**config.mk**
```make
export PLATFORM = sky130hd
export DESIGN_NAME = drc_frm_upscaler
export DESIGN_NICKNAME = d
export VERILOG_FILES = /design/src/rtl/drc_frm_upscaler.sv
export SDC_FILE = /design/constraint.sdc
export NUM_CORES = 2
export LEC_CHECK = 0
export CAP_MARGIN = 10
export CORE_AREA = 2 2 331 579
export DETAILED_ROUTE_END_ITERATION = 10
export DIE_AREA = 0 0 333 581
export PLACE_DENSITY = 0.67
export RECOVER_POWER = 25
export SETUP_SLACK_MARGIN = 0.3
export SLEW_MARGIN = 5
export SYNTH_ARGS = -nofsm -noshare
export SYNTH_HDL_FRONTEND = slang
export SYNTH_SLANG_ARGS = --single-unit
```
**constraint.sdc**
```tcl
create_clock -name clk -period 6.32 [get_ports clk]
set_input_delay 1.264 -clock clk [delete_from_list [all_inputs] [get_ports clk]]
set_output_delay 1.264 -clock clk [all_outputs]
set_load 0.005 [all_outputs]
```
**src/rtl/drc_frm_upscaler.sv**
```systemverilog
// -----------------------------------------------------------------------------
// drc_frm_upscaler
//
// 2x2 nearest-neighbour frame upscaler. Each input pixel (r,c) of a
// COL_NUM/2 x ROW_NUM/2 frame is emitted as output pixels (2r,2c), (2r,2c+1),
// (2r+1,2c) and (2r+1,2c+1) of a COL_NUM x ROW_NUM frame.
//
// Even output rows consume input pixels and store them in a half-row line
// buffer. Odd output rows replay the line buffer without consuming input.
// A single output hold register (data + copy bit) emits every pixel twice.
//
// Ports
//   clk               in   clock, rising edge
//   rst_n             in   asynchronous active-low reset
//   bwd_pxl_data_i    in   input pixel
//   bwd_pxl_last_i    in   last input pixel of frame (used only by the check)
//   bwd_pxl_vld_i     in   input valid
//   bwd_pxl_rdy_o     out  input ready (combinational from fwd_pxl_rdy_i)
//   fwd_pxl_data_o    out  output pixel
//   fwd_pxl_last_o    out  last output pixel of frame (counter derived)
//   fwd_pxl_vld_o     out  output valid
//   fwd_pxl_rdy_i     in   output ready
//   frm_err_o         out  sticky frame-length error (DRC_UPSCALER_CHK_EN only)
//
// Build option
//   DRC_UPSCALER_CHK_EN : adds frm_err_o and the input frame-length check.
//                         Without it bwd_pxl_last_i is ignored.
//
// FSM states
//   state    | meaning
//   ROW_EVEN | consume input, emit twice, store to line buffer
//   ROW_ODD  | replay line buffer, no input consumed
// -----------------------------------------------------------------------------
module drc_frm_upscaler #(
    parameter int I_PXL_W = 8,
    parameter int COL_NUM = 640,
    parameter int ROW_NUM = 480
) (
    input  logic               clk,
    input  logic               rst_n,
    input  logic [I_PXL_W-1:0] bwd_pxl_data_i,
    input  logic               bwd_pxl_last_i,
    input  logic               bwd_pxl_vld_i,
    output logic               bwd_pxl_rdy_o,
    output logic [I_PXL_W-1:0] fwd_pxl_data_o,
    output logic               fwd_pxl_last_o,
    output logic               fwd_pxl_vld_o,
    input  logic               fwd_pxl_rdy_i
`ifdef DRC_UPSCALER_CHK_EN
    ,
    output logic               frm_err_o
`endif
);

    localparam int IC  = COL_NUM / 2;
    localparam int IR  = ROW_NUM / 2;
    localparam int CW  = (IC > 1) ? $clog2(IC) : 1;
    localparam int RW  = (ROW_NUM > 1) ? $clog2(ROW_NUM) : 1;
    localparam logic [CW-1:0] COL_LAST = CW'(IC - 1);
    localparam logic [RW-1:0] ROW_LAST = RW'(ROW_NUM - 1);

    typedef enum logic {
        ROW_EVEN = 1'b0,
        ROW_ODD  = 1'b1
    } state_t;

    state_t state_q, state_d;

    logic [I_PXL_W-1:0] lbuf [IC];

    logic               hold_vld_q;
    logic               copy_q;
    logic [I_PXL_W-1:0] hold_data_q;
    logic [CW-1:0]      col_q;       // next column to load (input or replay)
    logic [CW-1:0]      out_col_q;   // column of the pixel held for output
    logic [RW-1:0]      out_row_q;

    logic               fwd_hs;
    logic               refill_ok;
    logic               load;
    logic               load_even;
    logic [I_PXL_W-1:0] load_data;
    logic               col_wrap;

    assign fwd_hs    = hold_vld_q & fwd_pxl_rdy_i;
    // Hold can take a new pixel when empty, or when its second replica
    // leaves this very cycle; this keeps the output gap-free.
    assign refill_ok = ~hold_vld_q | (copy_q & fwd_hs);
    assign col_wrap  = (col_q == COL_LAST);

    // ---------------------------------------------------------------- state
    always_ff @(posedge clk or negedge rst_n) begin
        if (!rst_n) begin
            state_q <= ROW_EVEN;
        end else begin
            state_q <= state_d;
        end
    end

    // ----------------------------------------------------------- next state
    always_comb begin
        state_d = state_q;
        if (load && col_wrap) begin
            state_d = (state_q == ROW_EVEN) ? ROW_ODD : ROW_EVEN;
        end
    end

    // --------------------------------------------------------------- output
    always_comb begin
        bwd_pxl_rdy_o = 1'b0;
        load_even     = 1'b0;
        load          = 1'b0;
        load_data     = lbuf[col_q];
        case (state_q)
            ROW_EVEN: begin
                bwd_pxl_rdy_o = refill_ok;
                load_even     = bwd_pxl_vld_i & refill_ok;
                load          = load_even;
                load_data     = bwd_pxl_data_i;
            end
            ROW_ODD: begin
                load = refill_ok;
            end
            default: begin
                load = 1'b0;
            end
        endcase
    end

    // ---------------------------------------------------------- line buffer
    // The odd-row replay finishes loading its last column before the FSM
    // returns to ROW_EVEN, so next-row writes never clobber pending data.
    always_ff @(posedge clk) begin
        if (load_even) begin
            lbuf[col_q] <= bwd_pxl_data_i;
        end
    end

    // ------------------------------------------------------ hold + counters
    always_ff @(posedge clk or negedge rst_n) begin
        if (!rst_n) begin
            hold_vld_q  <= 1'b0;
            copy_q      <= 1'b0;
            hold_data_q <= '0;
            col_q       <= '0;
        end else if (load) begin
            hold_vld_q  <= 1'b1;
            copy_q      <= 1'b0;
            hold_data_q <= load_data;
            col_q       <= col_wrap ? '0 : col_q + CW'(1);
        end else if (fwd_hs) begin
            if (copy_q) begin
                hold_vld_q <= 1'b0;
            end
            copy_q <= ~copy_q;
        end
    end

    always_ff @(posedge clk or negedge rst_n) begin
        if (!rst_n) begin
            out_col_q <= '0;
            out_row_q <= '0;
        end else if (fwd_hs && copy_q) begin
            if (out_col_q == COL_LAST) begin
                out_col_q <= '0;
                out_row_q <= (out_row_q == ROW_LAST) ? '0 : out_row_q + RW'(1);
            end else begin
                out_col_q <= out_col_q + CW'(1);
            end
        end
    end

    assign fwd_pxl_vld_o  = hold_vld_q;
    assign fwd_pxl_data_o = hold_data_q;
    assign fwd_pxl_last_o = hold_vld_q & copy_q &
                            (out_col_q == COL_LAST) & (out_row_q == ROW_LAST);

`ifdef DRC_UPSCALER_CHK_EN
    localparam int IRW = (IR > 1) ? $clog2(IR) : 1;
    localparam logic [IRW-1:0] IN_ROW_LAST = IRW'(IR - 1);

    logic [IRW-1:0] in_row_q;
    logic           at_end;

    assign at_end = (in_row_q == IN_ROW_LAST) & col_wrap;

    always_ff @(posedge clk or negedge rst_n) begin
        if (!rst_n) begin
            in_row_q  <= '0;
            frm_err_o <= 1'b0;
        end else if (load_even) begin
            if (col_wrap) begin
                in_row_q <= (in_row_q == IN_ROW_LAST) ? '0 : in_row_q + IRW'(1);
            end
            if (bwd_pxl_last_i != at_end) begin
                frm_err_o <= 1'b1;
            end
        end
    end
`else
    logic unused_last;
    assign unused_last = bwd_pxl_last_i;
`endif

endmodule

```
# Yosys cells after proc, flatten, opt, wreduce, memory -nomap -nowiden

Memories as Yosys holds them, arrays and structs flattened. A register that Yosys moved wholly into a read port is not among the register bits.
Index checks and enable logic that the tools add are counted.

Add/sub/neg operators: 3
Equal/unequal tests: 3
Mux-type cells: 14
Bitwise logic cells: 10
Reduce and logical (&&, ||, !) cells: 7

Operator list:

| operator                                                      | count |
|---|---|
| 9-bit by 1-bit adder with 9-bit output, second input constant | 3 |
| 9-bit equality test, second input constant                    | 3 |
| 9-bit two-way mux                                             | 3 |
| 1-bit two-way mux                                             | 10 |
| 1-bit AND                                                     | 6 |
| 2-bit AND reduction                                           | 2 |
| 2-bit nonzero test                                            | 2 |
| 1-bit inverter                                                | 3 |
| 1-bit logical AND                                             | 2 |
| 1-bit one-hot mux with 2 select lines                         | 1 |
| 1-bit zero test                                               | 1 |
| 1-bit bitwise OR                                              | 1 |

Register bits: 30
Memory bits (writable): 2560
Input bits: 13
Output and inout port bits: 11
Logic and storage cells: 44
Memories: 1

Memory list:

| name | words | bits a word | rd ports | clocked after Yosys merged registers in | write ports | line | text |
|---|---|---|---|---|---|---|---|
| lbuf | 320   | 8           | 1        | 1                                       | 1           | 69   | `logic [I_PXL_W-1:0] lbuf [IC];` |

# Depth between registers and ports, before layout

Depth after elaboration: 7
Mapped depth: 14
Gate-level depth less buffers: 8

# Least setup slack after synthesis

No wires, ideal clock.

Kind: input port to flip-flop
Start: input port fwd_pxl_rdy_i
End: memory lbuf[309][0], enable pin
Library setup time: 0.371 ns
Arrival time: 2.882 ns
Path slack: 3.068 ns
Cell stages on the path: 8
Path buffers: 2
Cell sequence: a21boi_0 > nor2_1 > nand2_1 > clkbuf_1 > nor3_1 > nand2_1 > clkbuf_1 > nor2_1

Cells in the longest elaborated chain, start to end: 7

Ends and longest elaborated chain:

| element                                 | line | text |
|---|---|---|
| start: declaration                      | 48   | `input logic fwd_pxl_rdy_i` |
| 1-bit AND                               | 85   | `assign fwd_hs = hold_vld_q & fwd_pxl_rdy_i;` |
| 1-bit AND                               | 88   | `assign refill_ok = ~hold_vld_q \| (copy_q & fwd_hs);` |
| 1-bit bitwise OR                        | 88   |  |
| 1-bit AND                               | 117  | `load_even = bwd_pxl_vld_i & refill_ok;` |
| 1-bit two-way mux                       | 114  | `case (state_q)` |
| 1-bit two-way mux                       | 134  | `if (load_even) begin` |
| 1-bit two-way mux (not written as such) | 135  | `lbuf[col_q] <= bwd_pxl_data_i;` |
| end: declaration                        | 69   |  |

Every way passes these cells.

# Final worst setup path

Start: input port bwd_pxl_data_i[2]
End: memory lbuf[242][2], data pin

RTL lines:

| element            | line | text |
|---|---|---|
| start: declaration | 41   | `input logic [I_PXL_W-1:0] bwd_pxl_data_i,` |

Straight into the memory's write port.

==> metrics.md <==
| Metric | Value |
|---|---|
| Cell total after placement | 7301 |
| Io pins | 24 |
| Die Width | 333 µm |
| CTS tree | done |
| Worst setup skew after layout | 0.0500 ns |
| Cell count of the worst reg-to-reg path | 8 |
| Setup TNS Final | 0 ns |
| Residual overflow from global routing | 0 |
| Kind of launch point of the worst setup path | input pin |
| Site Rows | 211 |
| Layout cells sized above 1 | 0.208 |
| Minimum setup slack in the final design | 0.958 ns |
| Violated checks | max-capacitance violations, max-slew violations |
| Max Cap Violations | 10 |
| Run status | complete, but fails checks |
| Clock-pin slew of the registers on the worst-case setup and hold paths | 0.06 ns |
| Maximum ir drop on the vdd rail | 0.313 mV |
| Nets | 5093 |
| Number of buffers created by CTS | 220 |
| Critical path's largest stage delay | 3.55 ns |
| Cell area after synthesis | 101000 µm² |
| Hold Fails Final Rpt | 0 |
| Post-Route WL | 278 mm |
| Data arrival time of the worst path | 5.91 ns |
| Die height | 581 µm |
| Antenna Nets Post-Route | 0 |
| Number of global-route vias before repair | 51900 |
| Power density relative to cell area | 397 nW/µm² |
| Count of buffers inserted at the top-level ports | 22 |
| WS Path Type | in -> reg |
| Buffers and inverters on the worst path | 2 |
| Initial DRT Pass Iterations | 6 |
| Cell Area, Placed | 105000 µm² |
| Count of pins over their slew limit | 1195 |
| Final std cells w/o fill | 7700 |
| Overall via count from detail_route | 51200 |
| Number of storage elements in the synthesis netlist | 2598 |
| Area growth, synth to finish | 9.90% |
| Buffer type at the clock tree root | sky130_fd_sc_hd__clkbuf_16 |
| Most repeated cell in the gate-level netlist after synthesis | sky130_fd_sc_hd__edfxtp_1 |
| Later-pin clock latency in the skew report | 0.87 ns |
| Relative max-transition margin | -2.38 |
| Post-CTS Setup Repair Bufs | 0 |
| Actual transition at the worst max-transition pin | 5.08 ns |
| Area of the die | 193000 µm² |
| Gates resized, CTS repair | 0 |
| Via density per instance | 6.65 |
| Maximum fanout encountered on the critical timing path | 114 |
| Largest area contributor in the synthesized netlist | sky130_fd_sc_hd__edfxtp_1 |
| Maximum number of pins on one net before global-route repair | 154 |
| Worst hold stages | 1 |
| Count of distinct cell types in the synthesized netlist | 72 |
| Number of instances in the synthesized netlist | 4993 |
| Post-synth EDFFs | 2560 |
| Fraction of synthesis flops using an asynchronous set or reset pin | 0.0146 |
| Final setup violation count | 0 |
| First-pass GRT wire length | 390 mm |
| Top cell type's share of synthesized area | 0.758 |
| Number of antenna violations at the first check in global routing | 9 |
| Setup repair after global routing missed its margin | no |
| Most common flop cell mapped by yosys | sky130_fd_sc_hd__edfxtp_1 |
| Total non-filler cell area in the finished layout | 112000 µm² |
| Minimum hold slack | 0.508 ns |
| Data required time at the worst endpoint | 6.87 ns |
| Number of synthesis warnings | 0 |
| Master of the slowest instance on the critical path | sky130_fd_sc_hd__dlymetal6s4s_1 |
| Crit path max-delay family | buffers and inverters |
| Static Leak | 34.3 nW |
| Proportion of synthesized chip area in sequential cells | 0.767 |
| Post-route minimum period | 5.36 ns |
| CTS HTree Levels | 4 |
| Per-cell routed wire length | 36.1 µm |
| Initial drt markers | 6765 |
| Avg Inst Size Synth | 20.3 µm² |
| Starting density of the core | 0.538 |
| Post-route fraction of the period consumed by the critical path | 0.848 |
| CTS Buffer Depth | 4 |
| Gpl congestion | 1.00 |
| Launch point of the worst reg-to-reg path | col_q[0] |
| List of most frequent post-synthesis cells | 2560 x sky130_fd_sc_hd__edfxtp_1, 567 x sky130_fd_sc_hd__mux4_2, 377 x sky130_fd_sc_hd__nor2_1, 223 x sky130_fd_sc_hd__mux2i_1, 161 x sky130_fd_sc_hd__nand2_1 |
| Achievable Freq | 186 MHz |
| Endpoint of the worst-slack reg-to-reg timing path | fwd_pxl_data_o[4] |
| Number of DRC violations after detailed routing | 0 |
| Biggest area contributors in the synthesized netlist | sky130_fd_sc_hd__edfxtp_1 76%, sky130_fd_sc_hd__mux4_2 13%, sky130_fd_sc_hd__mux2i_1 2.2% |
| Post-detail-place hpwl | 177 mm |
| Internal reg-to-reg setup slack | 1.34 ns |
| Worst path cell trace | dlymetal6s4s_1 -> buf_4 |
| Number of clock sinks | 2598 |
| WHS Endpoint | out_row_q[4] |
| Dpl ws | 1.08 ns |
| Hold path start | out_row_q[4] |
| Type of destination of the critical path | register |
| Std-Cell Core Area | 188000 µm² |
| Classification of the worst-slack hold path | reg -> reg |
| Overall global routing resource usage | 0.288 |
| Total nets after synthesis | 5012 |
| Hold buffer count at cts | 0 |
-- metrics by stage --
| stage | utilization | power [mW] |
|---|---|---|
| global route | 0.592 | 45.3 |
| floorplan | - | 26.9 |
| global placement | 0.556 | 31.5 |
| finish | 0.592 | 44.3 |
| CTS | 0.592 | 44.4 |
| detailed placement | 0.556 | 31.6 |
-- report_power, final --
part	total [mW]	internal [mW]	switching, mW
clock network	13.1	7.09	5.99
logic	11.8	4.67	7.10
registers	19.5	19.0	0.429
-- how the worst max path moves through the flow --
stage	from	end	cells past startpoint
2_1_floorplan	fwd_pxl_rdy_i	lbuf[309][0]	8
5_1_grt	bwd_pxl_data_i[2]	lbuf[242][2]	2
3_3_place_gp	fwd_pxl_rdy_i	lbuf[85][2]	9
3_5_place_dp	fwd_pxl_rdy_i	lbuf[85][2]	9
6_report	bwd_pxl_data_i[2]	lbuf[242][2]	2
4_1_cts	col_q[0]	fwd_pxl_data_o[4]	8
-- cell usage in the layout (no fill, tap or decap), drive strengths merged, types with 60 or more instances in the layout --
cell    Yosys  final
edfxtp   2560   2560
mux4      567    567
nor2      378    378
clkbuf    135    281
mux2i     223    223
nand2     162    162
buf       183    152
clkinv      0     94
a22oi      90     90
a21oi      81     81
nand3      69     69
o21ai      66     66
nand4      60     60
-- registers in the layout, summed over array words and instances (netlist names) --
| signal | flops |
|---|---|
| copy_q | 1 |
| state_q | 1 |
| fwd_pxl_data_o | 8 |
| out_row_q | 9 |
| out_col_q | 9 |
| fwd_pxl_vld_o | 1 |
| col_q | 9 |
| lbuf | 2560 |
-- kinds of logic (layout without fill, tap and decap cells) --
kind of cell	after synthesis	after routing	share of synthesized area
flops	2598	2598	0.767
mux	818	818	0.151
simple gates	808	808	0.0360
compound gates	428	428	0.0286
buf+inv	323	573	0.0159
xor+xnor	12	12	0.00104
fa+ha+maj	6	6	0.000740
other cells	0	8	0
-- routing by layer --
metal | up-vias | GRT usage | part of all wire
li1 | 20800 | - | -
met1 | 27000 | 0.336 | 0.33
met2 | 2683 | 0.498 | 0.52
met3 | 735 | 0.0476 | 0.078
met4 | 6 | 0.176 | 0.077
met5 | - | 0 | 0.00030
-- area by class of cell --
cell class | instances | area [µm²]
Timing Repair Buffer | 177 | 1620
Clock buffer | 271 | 5790
Multi-Input combinational cell | 2072 | 22200
Tap cell | 2449 | 3060
Fill cell | 13500 | 77000
Sequential cell | 2598 | 77800
Antenna cell | 8 | 20.0
Clock inverter | 120 | 938
Inverter | 5 | 23.8
No activity file was read; power rests on OpenSTA's default activity.
